### src/rtl/instrumented_adder_pkg.sv
// Shared types and constants for the instrumented adder measurement sequencer.
package instrumented_adder_pkg;

    typedef enum logic [2:0] {
        ST_IDLE,
        ST_LOAD,
        ST_SETTLE,
        ST_CHECK,
        ST_RUN,
        ST_DRAIN,
        ST_DONE
    } state_e;

    localparam int unsigned DRAIN_CYCLES = 3;
    localparam int unsigned SYNC_STAGES  = 2;

    function automatic int unsigned sel_width(input int unsigned n);
        return (n > 1) ? $clog2(n) : 1;
    endfunction

    function automatic int unsigned max3(input int unsigned a, input int unsigned b,
                                         input int unsigned c);
        int unsigned m;
        m = (a > b) ? a : b;
        return (m > c) ? m : c;
    endfunction

endpackage

### src/rtl/instrumented_adder_meas_edge_sync_counter.sv
// Synchronises an asynchronous ring output, detects rising edges and counts
// them into a saturating counter with synchronous clear and count enable.
module edge_sync_counter
    import instrumented_adder_pkg::*;
#(
    parameter int unsigned CNT_W = 32
) (
    input  logic             clk,
    input  logic             rst_n,
    input  logic             din,
    input  logic             clr,
    input  logic             en,
    output logic [CNT_W-1:0] count_o,
    output logic             sat_o
);

    logic [SYNC_STAGES-1:0] sync_q, sync_d;
    logic                   edge_q, edge_d;
    logic [CNT_W-1:0]       count_q, count_d;
    logic                   sat_q, sat_d;
    logic                   rise;

    assign rise = sync_q[SYNC_STAGES-1] & ~edge_q;

    always_comb begin
        sync_d  = {sync_q[SYNC_STAGES-2:0], din};
        edge_d  = sync_q[SYNC_STAGES-1];
        count_d = count_q;
        sat_d   = sat_q;
        if (clr) begin
            count_d = '0;
            sat_d   = 1'b0;
        end else if (en && rise) begin
            // Count sticks at all-ones; the flag marks that the ceiling was reached.
            if (count_q != '1) begin
                count_d = count_q + CNT_W'(1);
            end
            if (count_d == '1) begin
                sat_d = 1'b1;
            end
        end
    end

    always_ff @(posedge clk or negedge rst_n) begin
        if (!rst_n) begin
            sync_q  <= '0;
            edge_q  <= 1'b0;
            count_q <= '0;
            sat_q   <= 1'b0;
        end else begin
            sync_q  <= sync_d;
            edge_q  <= edge_d;
            count_q <= count_d;
            sat_q   <= sat_d;
        end
    end

    assign count_o = count_q;
    assign sat_o   = sat_q;

endmodule

### src/rtl/instrumented_adder_meas.sv
// Measurement sequencer: loads operands into an adder bank, checks the selected
// sum, then gates the selected ring oscillator and counts its edges.
module instrumented_adder_meas
    import instrumented_adder_pkg::*;
#(
    parameter int unsigned WIDTH  = 32,
    parameter int unsigned N_CH   = 4,
    parameter int unsigned CNT_W  = 32,
    parameter int unsigned GATE_W = 16,
    parameter int unsigned SETTLE = 4
) (
    input  logic                      wb_clk_i,
    input  logic                      wb_rst_n_i,
    input  logic                      start_i,
    input  logic                      cont_i,
    input  logic [sel_width(N_CH)-1:0] ch_sel_i,
    input  logic [GATE_W-1:0]         gate_i,
    input  logic [WIDTH-1:0]          a_i,
    input  logic [WIDTH-1:0]          b_i,
    output logic [WIDTH-1:0]          adder_a_o,
    output logic [WIDTH-1:0]          adder_b_o,
    output logic [N_CH-1:0]           ring_en_o,
    input  logic [N_CH-1:0]           chain_i,
    input  logic [N_CH*WIDTH-1:0]     sum_i,
    output logic [WIDTH-1:0]          sum_o,
    output logic                      sum_err_o,
    output logic [CNT_W-1:0]          count_o,
    output logic                      sat_o,
    output logic                      busy_o,
    output logic                      done_o
);

    localparam int unsigned SEL_W = sel_width(N_CH);
    localparam int unsigned TMR_W = max3(GATE_W, $clog2(SETTLE + 1), $clog2(DRAIN_CYCLES + 1));

    state_e            state_q, state_d;
    logic [TMR_W-1:0]  timer_q, timer_d;
    logic [WIDTH-1:0]  lat_a_q, lat_a_d, lat_b_q, lat_b_d;
    logic [SEL_W-1:0]  lat_ch_q, lat_ch_d;
    logic [GATE_W-1:0] lat_gate_q, lat_gate_d;
    logic [WIDTH-1:0]  adder_a_q, adder_a_d, adder_b_q, adder_b_d;
    logic [WIDTH-1:0]  sum_q, sum_d;
    logic              sum_err_q, sum_err_d;

    logic [WIDTH-1:0]  sel_sum;
    logic              sel_chain;
    logic [N_CH-1:0]   ring_en;
    logic              cnt_clr, cnt_en;

    // Ring enable decodes straight from the state flop so an async reset drops it at once.
    always_comb begin
        sel_sum   = sum_i[WIDTH-1:0];
        sel_chain = chain_i[0];
        ring_en   = '0;
        for (int unsigned k = 0; k < N_CH; k++) begin
            if (lat_ch_q == SEL_W'(k)) begin
                sel_sum   = sum_i[k*WIDTH +: WIDTH];
                sel_chain = chain_i[k];
                ring_en[k] = (state_q == ST_RUN);
            end
        end
    end

    always_comb begin
        state_d    = state_q;
        timer_d    = timer_q;
        lat_a_d    = lat_a_q;
        lat_b_d    = lat_b_q;
        lat_ch_d   = lat_ch_q;
        lat_gate_d = lat_gate_q;
        adder_a_d  = adder_a_q;
        adder_b_d  = adder_b_q;
        sum_d      = sum_q;
        sum_err_d  = sum_err_q;
        cnt_clr    = 1'b0;
        cnt_en     = 1'b0;
        unique case (state_q)
            ST_IDLE: begin
                if (start_i) begin
                    lat_a_d    = a_i;
                    lat_b_d    = b_i;
                    lat_ch_d   = (int'(ch_sel_i) < int'(N_CH)) ? ch_sel_i : '0;
                    lat_gate_d = gate_i;
                    state_d    = ST_LOAD;
                end
            end
            ST_LOAD: begin
                adder_a_d = lat_a_q;
                adder_b_d = lat_b_q;
                timer_d   = TMR_W'(SETTLE - 1);
                state_d   = ST_SETTLE;
            end
            ST_SETTLE: begin
                if (timer_q == '0) state_d = ST_CHECK;
                else               timer_d = timer_q - TMR_W'(1);
            end
            ST_CHECK: begin
                sum_d     = sel_sum;
                sum_err_d = (sel_sum != (adder_a_q + adder_b_q));
                cnt_clr   = 1'b1;
                if (lat_gate_q == '0) begin
                    timer_d = TMR_W'(DRAIN_CYCLES - 1);
                    state_d = ST_DRAIN;
                end else begin
                    timer_d = TMR_W'(lat_gate_q) - TMR_W'(1);
                    state_d = ST_RUN;
                end
            end
            ST_RUN: begin
                cnt_en = 1'b1;
                if (timer_q == '0) begin
                    timer_d = TMR_W'(DRAIN_CYCLES - 1);
                    state_d = ST_DRAIN;
                end else begin
                    timer_d = timer_q - TMR_W'(1);
                end
            end
            ST_DRAIN: begin
                cnt_en = 1'b1;
                if (timer_q == '0) state_d = ST_DONE;
                else               timer_d = timer_q - TMR_W'(1);
            end
            ST_DONE: begin
                state_d = cont_i ? ST_LOAD : ST_IDLE;
            end
            default: state_d = ST_IDLE;
        endcase
    end

    always_ff @(posedge wb_clk_i or negedge wb_rst_n_i) begin
        if (!wb_rst_n_i) begin
            state_q    <= ST_IDLE;
            timer_q    <= '0;
            lat_a_q    <= '0;
            lat_b_q    <= '0;
            lat_ch_q   <= '0;
            lat_gate_q <= '0;
            adder_a_q  <= '0;
            adder_b_q  <= '0;
            sum_q      <= '0;
            sum_err_q  <= 1'b0;
        end else begin
            state_q    <= state_d;
            timer_q    <= timer_d;
            lat_a_q    <= lat_a_d;
            lat_b_q    <= lat_b_d;
            lat_ch_q   <= lat_ch_d;
            lat_gate_q <= lat_gate_d;
            adder_a_q  <= adder_a_d;
            adder_b_q  <= adder_b_d;
            sum_q      <= sum_d;
            sum_err_q  <= sum_err_d;
        end
    end

    edge_sync_counter #(
        .CNT_W(CNT_W)
    ) u_counter (
        .clk    (wb_clk_i),
        .rst_n  (wb_rst_n_i),
        .din    (sel_chain),
        .clr    (cnt_clr),
        .en     (cnt_en),
        .count_o(count_o),
        .sat_o  (sat_o)
    );

    assign adder_a_o = adder_a_q;
    assign adder_b_o = adder_b_q;
    assign ring_en_o = ring_en;
    assign sum_o     = sum_q;
    assign sum_err_o = sum_err_q;
    assign busy_o    = (state_q != ST_IDLE);
    assign done_o    = (state_q == ST_DONE);

endmodule

### config.mk
export PLATFORM = sky130hd
export DESIGN_NAME = instrumented_adder_meas
export DESIGN_NICKNAME = d
export VERILOG_FILES = /design/src/rtl/instrumented_adder_pkg.sv /design/src/rtl/instrumented_adder_meas_edge_sync_counter.sv /design/src/rtl/instrumented_adder_meas.sv
export SDC_FILE = /design/constraint.sdc
export NUM_CORES = 1
export LEC_CHECK = 0
export CORE_ASPECT_RATIO = 1.75
export CORE_UTILIZATION = 25
export CTS_CLUSTER_SIZE = 28
export DETAILED_ROUTE_END_ITERATION = 7
export GPL_TIMING_DRIVEN = 0
export PLACE_DENSITY = 0.59
export SLEW_MARGIN = 20
export SYNTH_ARGS = -nofsm -noshare
export SYNTH_HDL_FRONTEND = slang
export SYNTH_SLANG_ARGS = --single-unit
export TNS_END_PERCENT = 50
### constraint.sdc
create_clock -name wb_clk_i -period 4.45 [get_ports wb_clk_i]
set_clock_uncertainty 0.15 [all_clocks]
set_input_delay 1.335 -clock wb_clk_i [delete_from_list [all_inputs] [get_ports wb_clk_i]]
set_output_delay 1.335 -clock wb_clk_i [all_outputs]
set_load 0.01 [all_outputs]
; Word-level counts from Yosys, hierarchy flattened
; Cells that the tools add are included.
; W data, S select, Z words.
[totals]
ff_bits = 234
inputBits = 218
wordCells = 83
out_inout_bits = 136
[classes]
n_bitwise = 2
n_eq_ne = 17
n_mux = 31
n_reduce_logical = 15
add_sub_neg = 4
[op_table]
columns = op, n
row1 = $mux W32, 8
row2 = $pmux W16 S4, 1
row3 = $mux W16, 3
row4 = $add A32 B1 Y32 const B, 1
row5 = $add A32 B32 Y32, 1
row6 = $eq A32 B32 Y1 const B, 1
row7 = $logic_not A16 Y1, 2
row8 = $ne A32 B32 Y1, 1
row9 = $ne A32 B32 Y1 const B, 1
row10 = $sub A16 B1 Y16 const B, 2
row11 = $pmux W3 S7, 1
row12 = $mux W1, 14
row13 = $mux W3, 4
row14 = $eq A3 B3 Y1 const B, 3
row15 = $ne A2 B2 Y1 const B, 4
row16 = $eq A3 B2 Y1 const B, 2
row17 = $reduce_and A2 Y1, 3
row18 = $eq A2 B2 Y1 const B, 2
row19 = $reduce_and A4 Y1, 1
row20 = $reduce_bool A2 Y1, 2
row21 = $reduce_bool A4 Y1, 1
row22 = $reduce_or A2 Y1, 2
row23 = $eq A3 B1 Y1 const B, 1
row24 = $logic_not A3 Y1, 1
row25 = other kinds (7), 7

; Longest topological paths before layout
; Gate-level depths: netlist of run 1.
[logic_depth]
depth_word = 10
depth_mapped = 12
mapped_depth_nobuf = 11

; Modules after synthesis
; A second synthesis of run 1 with hierarchy kept.
[hier_totals]
cells_unflattened = 1289
hier_area_um2 = 13495.4
[by_module_without_submodules]
columns = mod, area_per_inst_um2, cells_per_inst, n_inst
row1 = instrumented_adder_meas, 11243.3, 1031, 1
row2 = edge_sync_counter, 2252.2, 258, 1

; Worst setup path after synthesis of run 1
; Ideal clock, no wire load.
[synth_timing]
kind = input-to-reg
startpoint = input port sum_i[55]
endpoint = register sum_err_q, in the netlist sum_err_o
arrival_ns = 3.337
path_slack_ns = 0.834
path_stages = 9
setup_ns = 0.129
cell_sequence = mux4_1 -> xnor2_1 -> a22oi_1 -> o21ai_0 -> a221o_1 -> nor4_2 -> nand4_1 -> o41ai_2 -> nand2_1
[synth_via]
elab_chain_len = 4
[synth_lines]
columns = element, line_no
row1 = start: declaration, instrumented_adder_meas.sv:24  ; input logic [N_CH*WIDTH-1:0] sum_i,
row2 = $mux W32 (3 in a row), instrumented_adder_meas.sv:56  ; if (lat_ch_q == SEL_W'(k)) begin
row3 = $ne A32 B32 Y1, instrumented_adder_meas.sv:99  ; sum_err_d = (sel_sum != (adder_a_q + adder_b_q));
row4 = end signal: assignment, instrumented_adder_meas.sv:152  ; sum_err_q <= sum_err_d;
row5 = end: declaration, instrumented_adder_meas.sv:43  ; logic sum_err_q, sum_err_d;
; No other way between the ends.
; A chain may end at the register's enable or synchronous reset.

; Final worst setup path of run 1
[layout_timing]
startpoint = register adder_a_q[0], in the netlist adder_a_o[0]
endpoint = register sum_err_q, in the netlist sum_err_o
[layout_via]
elab_chain_len = 2
[layout_lines]
columns = element, line_no
row1 = start: declaration, instrumented_adder_meas.sv:41  ; logic [WIDTH-1:0] adder_a_q, adder_a_d, adder_b_q, adder_b_d;
row2 = start signal: assignment, instrumented_adder_meas.sv:149  ; adder_a_q <= adder_a_d;
row3 = $add A32 B32 Y32, instrumented_adder_meas.sv:99
row4 = $ne A32 B32 Y1, instrumented_adder_meas.sv:99
; No other way between the ends.

==> results of run 1 <==
## repair_timing
action                                 CTS  global route
resized for setup                        3             1
hold buffers                             0             0
endpoints found under the hold margin    0             0
setup endpoints to repair                4             1
## stage by stage
stage               cells   util
global placement     2459  0.336
detailed placement   2462  0.337
finish               2506  0.352
CTS                  2505  0.352
global route         2505  0.352
floorplan            1422      -
## layer usage
metal | up-vias | track usage
met5 | - | 0
met4 | 6 | 0.0902
met3 | 111 | 0.0280
met2 | 472 | 0.355
met1 | 5991 | 0.207
li1 | 5845 | -
## critical path, cell delays in order (launching register included)
cell	delay [ps]
dfrtp_1	410
ha_1	350
fa_1	460
a21o_1	220
a221oi_2	440
nor3_1	100
a2111oi_0	580
xnor2_1	250
o211ai_1	140
or4_1	430
o41ai_2	460
nand2_1	100
## cell usage in the layout, fill, tap and decap left out, drive strengths merged, types with 7 or more instances in the layout
cell type / n
a21o: 9
a21oi: 63
a22o: 10
a31oi: 11
and2: 7
and3: 10
buf: 21
clkbuf: 86
clkdlybuf4s50: 352
dfrtp: 234
ha: 36
inv: 12
mux2: 86
mux2i: 14
mux4: 29
nand2: 384
nand3: 25
nand4: 25
nor2: 70
nor3: 19
nor4: 14
o211ai: 7
o21a: 7
o21ai: 93
o22ai: 8
o31ai: 10
or3: 8
xnor2: 45
xor2: 29
## cell type report
| class | instances | area [sq um] |
|---|---|---|
| fill | 5400 | 34500 |
| multi-input combinational | 1110 | 7310 |
| sequential | 234 | 5860 |
| timing repair buffer | 356 | 3600 |
| tap | 684 | 856 |
| clock buffer | 39 | 738 |
| buffer | 64 | 297 |
| clock inverter | 5 | 56.3 |
| inverter | 13 | 48.8 |
| antenna | 1 | 2.50 |
## report_power, final
group / total (mW) / switching, mW / internal [mW]
Sequential: 3.83 / 0.801 / 3.03
Clock: 2.07 / 0.879 / 1.19
Combinational: 7.71 / 4.35 / 3.36
## worst max path at each step
| stage | slack [ps] | startpoint | cells past startpoint | end |
|---|---|---|---|---|
| after CTS | 70 | lat_ch_q[0] | 6 | ring_en_o[1] |
| final | 220 | adder_a_o[0] | 11 | sum_err_o |
| after global routing | 100 | lat_ch_q[0] | 6 | ring_en_o[1] |
| after floorplan | 830 | sum_i[55] | 9 | sum_err_o |
| after global placement | -8480 | wb_rst_n_i | 1 | lat_gate_q[6] |
| after detailed placement | -110 | sum_i[87] | 10 | sum_err_o |
## flip-flops by register name, summed over array words and instances, names as in the netlist
name               flops
sum_err_o              1
u_counter.edge_q       1
lat_gate_q            16
adder_a_o             32
state_q                3
lat_a_q               32
u_counter.sync_q       2
timer_q               16
adder_b_o             32
sum_o                 32
u_counter.count_o     32
u_counter.sat_o        1
lat_ch_q               2
lat_b_q               32
## cells by family (layout without fill, tap and decap cells)
family                     after synthesis  after routing
AOI/OAI and AO/OA                      267            267
xor gates and xnor gates                74             74
adders and majority gates               37             37
buffers and inverters                   78            477
DFF                                    234            234
muxes                                  129            129
other                                    0              1
and+or+nand+nor                        603            603
==> out/metrics.cfg, run 1 <==
[min_path]
min_delay_worst_endpoint = u_counter.sync_q[1]
whs_path_depth = 0
min_from = u_counter.sync_q[0]
hp-class = reg -> reg

[routing]
drt_pre_antenna_iters = 5
wl_per_cell_um = 21.4
viasPerCell = 4.96
vias = 12425
met3_wirelength_mm = 3.17
routed.top_layer = met5
drt-initial-drc-count = 735
ant_nets = 0
drt-met1-wl_mm = 19.8
drt_wl_total_mm = 53.7
drc_errors = 0
wl_met2_mm = 28.2

[cells_and_area]
drive_gt1_frac = 0.0945
fin_area_sq_um = 18800
final_nets = 2059
areaGrowthSynthToFinish_pct = 39.2

[floorplan]
fp.dieH_um = 309
start_util = 0.253
die_w_um = 178
core-area_sq_um = 53300
rows = 112
dieArea_sq_um = 54900
ios = 354

[placed_design]
gp_congestion = 0.896
port_buffers = 353
placed_area_sq_um = 17900
hpwl_mm = 43.4
pre_cts_slack_ps = -113

[global_routing]
grt_use_total = 0.190
grt_pass1_wl_mm = 77.2
antenna_found_initial = 5
grt_overflow_total = 0
grt_pass1_vias = 12574
grt_max_degree = 94

[yosys]
async_reset_ff_frac = 1.00
synth_most_common_cell = nand2_1
ys_seq_area_frac = 0.434
ys_warn_count = 0
synth_compound_area_frac = 0.126
synth_simple_gate_area_frac = 0.198
synth_edf_count = 0
synth_common_cells = 384 x nand2_1, 234 x dfrtp_1, 90 x o21ai_0, 86 x mux2_2, 70 x nor2_1
synth_cells = 1422
synthMuxAreaShare = 0.133
synth_flop_cell = dfrtp_1
synth_top_family_by_area = simple AND/OR/NAND/NOR gates
synth_cell_types = 75
synth_area_leaders = dfrtp_1 43%, nand2_1 11%, mux2_2 7.2%
synth-seq-cells = 234
synth_xor_area_frac = 0.0481
postSynthAreaPerCell_sq_um = 9.48
synth_top_area_cell = dfrtp_1
syn-num-nets = 1677
yosys.area.top_type_share = 0.434
synthAdderAreaFrac = 0.0349
mappedNetlistArea_sq_um = 13500

[cts]
clkLatencyLatePin_ps = 550
cts.path.max_buffers = 3
cts_root_buf = clkbuf_16
cts_setup_buffers = 0
cts_tree = built
cts_buffers = 25
htreeDepth = 1
path_clk_slew_ps = 60
clkSinkCount = 234

[sta]
period_minus_slack_ps = 4230
relSlewSlack = 0.328
period_share = 0.949
rsz0062_at_grt = false
hold_viol = 0
maxSlewViolCount = 0
hold_ws_ps = 216
worstMarginPinSlew_ps = 998
final.setup.tns_ps = 0
max_freq_mhz = 237
setup-violations-final = 0
timing.final.ws_setup_ps = 225

[job]
drv_cap = 0

[setup_path]
worstPathArrival_ps = 4480
crit_type = reg -> reg
r2r_slack_ps = 220
path_max_fanout = 4
critPathCaptureType = register
r2r_cells = 11
start_kind = register
worstReg2RegStart = adder_a_o[0]
required_ps = 4710
r2r-end = sum_err_o

[power_and_ir_drop]
power.density_nw_per_um2 = 726
p_total_mw = 13.6
max-vdd-ir-drop_uv = 357
leakagePower_nw = 7.84

[status]
status = complete, no violations

Power figures use the tool's default switching activity.
==> run 2, diff against run 1 <==
- GPL_TIMING_DRIVEN: 0 -> not set
- MAX_ROUTING_LAYER: not set -> met4
==> run 2 against run 1 <==
  * Power is 0.22% lower
  * Combinational power is 2% lower
  * Critical endpoint is now ring_en_o[3]
  * Routed wire length is 5.0% lower
  * Global-route usage is 0.38 points lower
  * First-iteration DRC count is 12% higher
==> out/metrics.cfg, run 2 (synthesis gave the netlist of run 1 again) <==
[power_and_ir_drop]
leakagePower_nw = 7.83  ; -0.13%
pwr-share-comb = 0.554  ; -0.013
power_switching_mw = 5.94  ; -1.5%
internal_power_mw = 7.64  ; +0.78%
sw_frac_of_total = 0.438  ; -0.00559
power.density_nw_per_um2 = 728  ; +0.35%
max-vdd-ir-drop_uv = 316  ; -11%
pwr-share-clk = 0.157  ; +0.005
seqPwrFrac = 0.290  ; +0.009

[sta]
hold_viol = 0  ; unchanged
final.setup.tns_ps = 0  ; unchanged
worstMarginPinSlew_ps = 845  ; -153 ps
rsz0062_at_grt = false
max_freq_mhz = 244  ; +3.2%
period_minus_slack_ps = 4090  ; -132 ps
maxSlewViolCount = 0  ; unchanged
period_share = 0.920  ; -0.0296
relSlewSlack = 0.437  ; +0.109
timing.final.ws_setup_ps = 357  ; +132 ps
setup-violations-final = 0  ; unchanged
hold_ws_ps = 214  ; -2.23 ps

[floorplan]
fp.dieH_um = 309  ; unchanged
die_w_um = 178  ; unchanged
dieArea_sq_um = 54900  ; unchanged
start_util = 0.253  ; unchanged
ios = 354  ; unchanged
core-area_sq_um = 53300  ; unchanged
rows = 112  ; unchanged

[global_routing]
antenna_found_initial = 4  ; -1
grt_overflow_total = 0  ; unchanged
grt_max_degree = 85  ; -9.6%
grt_pass1_vias = 12341  ; -1.9%
grt_use_total = 0.186  ; -0.00384
grt_pass1_wl_mm = 74.5  ; -3.5%

[cts]
cts_resized = 0  ; -3
cts_setup_buffers = 0  ; unchanged
clkLatencyLatePin_ps = 550  ; about the same
htreeDepth = 1  ; unchanged
cts_root_buf = clkbuf_16
path_clk_slew_ps = 70  ; about the same
cts_buffers = 25  ; unchanged
ctsHoldBuffers = 0  ; unchanged
cts.path.max_buffers = 3  ; unchanged
cts_tree = built
clkSinkCount = 234  ; unchanged

[placed_design]
hpwl_mm = 39.8  ; -8.5%
gp_congestion = 0.940  ; +5.0%
pre_cts_slack_ps = 96.7  ; +209 ps
port_buffers = 353  ; unchanged

[setup_path]
path_max_fanout = 20  ; +16
start_kind = register
critPathCaptureType = primary output
crit_type = reg -> out
required_ps = 2960  ; -1750 ps
worstPathArrival_ps = 2610  ; -1870 ps

[min_path]
hp-class = reg -> reg

[cells_and_area]
multiInputGateArea_sq_um = 7300  ; about the same
final_nets = 2015  ; -2.1%
areaGrowthSynthToFinish_pct = 38.4
mostFrequentLayoutCells = 384 x nand2_1, 352 x clkdlybuf4s50_1, 232 x dfrtp_1, 90 x o21ai_0, 86 x mux2_2
seq_area_sq_um = 5860  ; about the same
drive_gt1_frac = 0.105  ; +0.0107
fillerInstances = 5395  ; -0.093%
finish.utilization = 0.350  ; -0.00200
final_common_cell = nand2_1

[status]
status = complete, no violations

[routing]
drt-initial-drc-count = 826  ; +12%
drc_errors = 0  ; unchanged
wl_per_cell_um = 20.7  ; -3.3%
viasPerCell = 4.99  ; +0.68%
ant_nets = 0  ; unchanged
drt_pre_antenna_iters = 6  ; +1
drt_wl_total_mm = 51.0  ; -5.0%
vias = 12300  ; -1.0%

[job]
drv_cap = 0  ; unchanged

==> run 2: final timing paths <==
path | from | to | slack [ps] | depth (start not counted)
hold / removal | u_counter.sync_q[0] | u_counter.sync_q[1] | 210 | 0
max in group asynchronous | wb_rst_n_i | timer_q[13] | 2670 | 2
setup reg to reg | adder_b_o[0] | sum_err_o | 480 | 12
setup / recovery | state_q[0] | ring_en_o[3] | 360 | 4
hold reg to reg | u_counter.sync_q[0] | u_counter.sync_q[1] | 210 | 0
min in group asynchronous | wb_rst_n_i | sum_o[31] | 650 | 1
==> run 2: area by class of cell <==
| class | instances | area share |
|---|---|---|
| well taps | 684 | 0.0459 |
| multi-input cells | 1110 | 0.391 |
| inverters | 13 | 0.00262 |
| clock inverters | 10 | 0.00583 |
| clock buffers | 35 | 0.0377 |
| repair buffers | 376 | 0.202 |
| diodes | 2 | 0.000268 |
| flip-flops and latches | 234 | 0.314 |
==> run 2: per-layer routing <==
metal	wire, um	track usage	vias up
met5	0	-	-
met1	19700	0.210	5974
met2	26200	0.327	462
met4	2180	0.0811	0
met3	2940	0.0243	103
li1	-	-	5761
==> run 2: per-stage QoR <==
stage	instance area [sq um]	std cells	power, mW
after detailed placement	17800	2417	11.5
after floorplan	13500	1422	8.37
after global placement	17800	2417	11.4
final	18700	2464	13.6
after CTS	18700	2462	13.8
after global routing	18700	2464	14.5
==> run 2: power groups by stage <==
stage	Combinational, mW	Sequential [mW]	Clock [mW]
floorplan	4.61	3.76	0
global placement	7.45	3.97	0
detailed placement	7.53	4.00	0
CTS	7.57	3.97	2.22
global route	8.16	4.08	2.29
finish	7.52	3.93	2.13
==> run 2: worst max-delay path, cell delays in order (launching register included) <==
cell,delay (ps)
dfrtp_1,580
nand2b_1,320
nor2_1,400
and3_1,220
clkdlybuf4s50_1,540
==> run 3, diff against run 2 <==
- CORE_UTILIZATION: 25 -> 30
- CTS_CLUSTER_DIAMETER: not set -> 100
- PLACE_DENSITY: 0.59 -> 0.66
==> run 3 against run 2 <==
  * Critical path depth up 8
  * Power is 6.9% lower
  * Worst hold slack improved by 26 ps
  * Global-route usage is 2.5 points higher
  * Utilization rose by 5.8 points
  * Final cell count down 5.6%
  * Routed wire length down 6.1%
  * Sequential share of layout area rose by 1.0 points
  * Flip-flop and latch count did not move
  * Critical endpoint is now sum_err_o
==> out/metrics.cfg, run 3 (synthesis gave the netlist of run 1 again) <==
[global_routing]
grt_pass1_wl_mm = 71.9  ; -3.5%
antenna_found_initial = 4  ; unchanged
grt_max_degree = 87  ; +2.4%
grt_pass1_vias = 12031  ; -2.5%
grt_overflow_total = 0  ; unchanged
grt_use_total = 0.211  ; +0.0251

[power_and_ir_drop]
power.density_nw_per_um2 = 700  ; -3.9%
power_switching_mw = 5.69  ; -4.2%
seqPwrFrac = 0.309  ; +0.019
pwr-share-clk = 0.100  ; -0.057
sw_frac_of_total = 0.450  ; +0.0128
internal_power_mw = 6.95  ; -9.1%
max-vdd-ir-drop_uv = 448  ; +42%
pwr-share-comb = 0.591  ; +0.037
leakagePower_nw = 7.62  ; -2.7%

[setup_path]
start_kind = register
required_ps = 4690  ; +1730 ps
worstReg2RegStart = adder_a_o[0]
r2r_cells = 12  ; unchanged
critPathCaptureType = register
worstPathArrival_ps = 4480  ; +1870 ps
critPathSlowestCell = a2111oi_0
crit_type = reg -> reg
r2r-end = sum_err_o
critPathMaxStageDelay_ps = 720  ; +140 ps
path_max_fanout = 4  ; -80%
critPathBufInv = 1  ; unchanged
r2r_slack_ps = 210  ; -270 ps
crit_family = compound AO/OA/AOI/OAI gates
crit_chain = ha_1, fa_1, a21o_1, a221oi_2, nor3_1, a2111oi_0, buf_4, xnor2_1, o211ai_1, or4_1, o41ai_2, nand2_1

[placed_design]
hpwl_mm = 37.5  ; -5.7%
gp_congestion = 0.993  ; +5.6%
placed_area_sq_um = 17700  ; -0.81%
port_buffers = 353  ; unchanged

[routing]
wl_per_cell_um = 20.6  ; -0.56%
viasPerCell = 5.22  ; +4.6%
drt_wl_total_mm = 47.9  ; -6.1%
vias = 12149  ; -1.2%
ant_nets = 0  ; unchanged
drt_pre_antenna_iters = 5  ; -1
drc_errors = 0  ; unchanged
drt-initial-drc-count = 780  ; -5.6%

[cts]
htreeDepth = 1  ; unchanged
clkLatencyLatePin_ps = 510  ; -40 ps
cts_buffers = 12  ; -52%
ctsHoldBuffers = 0  ; unchanged
cts_setup_buffers = 0  ; unchanged
cts_resized = 0  ; unchanged
path_clk_slew_ps = 120  ; +50 ps
cts_tree = built
cts_root_buf = clkbuf_16
clkSinkCount = 234  ; unchanged
cts.path.max_buffers = 3  ; unchanged

[sta]
maxSlewViolCount = 0  ; unchanged
hold_ws_ps = 240  ; +26.0 ps
final.setup.tns_ps = 0  ; unchanged
setup-violations-final = 0  ; unchanged
period_minus_slack_ps = 4240  ; +147 ps
period_share = 0.953  ; +0.0330
hold_viol = 0  ; unchanged
worstMarginPinSlew_ps = 901  ; +56.2 ps
rsz0062_at_grt = false
relSlewSlack = 0.395  ; -0.0421
max_freq_mhz = 236  ; -3.5%

[floorplan]
ios = 354  ; unchanged
die_w_um = 162  ; -8.6%
rows = 102  ; -8.9%
dieArea_sq_um = 45800  ; -17%
core-area_sq_um = 44300  ; -17%
start_util = 0.304  ; +0.0512
fp.dieH_um = 282  ; -8.7%

[status]
status = complete, no violations

[cells_and_area]
fillerInstances = 4330  ; -20%
final_common_cell = nand2_1
drive_gt1_frac = 0.0954  ; -0.00980
finish.utilization = 0.408  ; +0.0576
mostFrequentLayoutCells = 384 x nand2_1, 352 x clkdlybuf4s50_1, 232 x dfrtp_1, 90 x o21ai_0, 86 x mux2_2
areaGrowthSynthToFinish_pct = 34.0
final_nets = 2003  ; -0.60%
fin_area_sq_um = 18100  ; -3.2%

[min_path]
min_from = u_counter.sync_q[0]
hp-class = reg -> reg
min_delay_worst_endpoint = u_counter.sync_q[1]
whs_path_depth = 0  ; unchanged

[job]
drv_cap = 0  ; unchanged

-- run 3: cell count changes in the layout (fill, tap and decap cells not counted), sizes merged --
cell      before  now
bufinv         2    0
clkinv         7    2
clkinvlp       2    0
clkbuf        35   14
buf           24   25
diode          2    4
inv           12   14
-- run 3: power groups by stage --
stage / sequential [mW] / clock, mW / combinational, mW
floorplan: 3.76 / 0 / 4.61
global placement: 3.93 / 0 / 7.40
detailed placement: 3.96 / 0 / 7.45
CTS: 3.92 / 1.33 / 7.49
global route: 4.07 / 1.39 / 8.11
finish: 3.91 / 1.27 / 7.47
-- run 3: worst max path at each step --
stage	slack [ps]	start	depth (start not counted)	end
floorplan	830	sum_i[55]	9	sum_err_o
global placement	70	sum_i[26]	10	sum_err_o
detailed placement	50	sum_i[26]	10	sum_err_o
CTS	170	adder_a_o[0]	12	sum_err_o
global route	100	lat_ch_q[0]	3	ring_en_o[1]
finish	210	adder_a_o[0]	12	sum_err_o
-- run 3: worst reg2reg max path, stage by stage (launching register included) --
cell and delay (ps):
dfrtp_1 440, ha_1 270, fa_1 430, a21o_1 220
a221oi_2 350, nor3_1 100, a2111oi_0 720, buf_4 230
xnor2_1 160, o211ai_1 120, or4_1 490, o41ai_2 340
nand2_1 80
-- run 3: layout make-up --
class	instances	area (sq um)	share of cell area
Antenna cell	4	10.0	0.000554
Clock buffer	14	329	0.0182
Clock inverter	3	22.5	0.00125
Inverter	13	48.8	0.00270
Multi-Input combinational cell	1110	7310	0.405
Sequential cell	234	5860	0.324
Tap cell	572	716	0.0396
Timing Repair Buffer	377	3770	0.209
-- run 3: metal layers --
| metal | vias up | share of wire | track usage |
|---|---|---|---|
| li1 | 5711 | - | - |
| met4 | 0 | 0.030 | 0.0699 |
| met5 | - | 0 | - |
| met1 | 5915 | 0.40 | 0.250 |
| met3 | 67 | 0.057 | 0.0277 |
| met2 | 456 | 0.51 | 0.367 |
-- run 3: metrics by stage --
| step | total power, mW | instances | setup WS [ps] |
|---|---|---|---|
| CTS | 12.7 | 2322 | 169 |
| floorplan | 8.37 | 1422 | 834 |
| detailed placement | 11.4 | 2305 | 48.5 |
| global placement | 11.3 | 2305 | 73.3 |
| finish | 12.6 | 2327 | 210 |
| global route | 13.6 | 2327 | 105 |
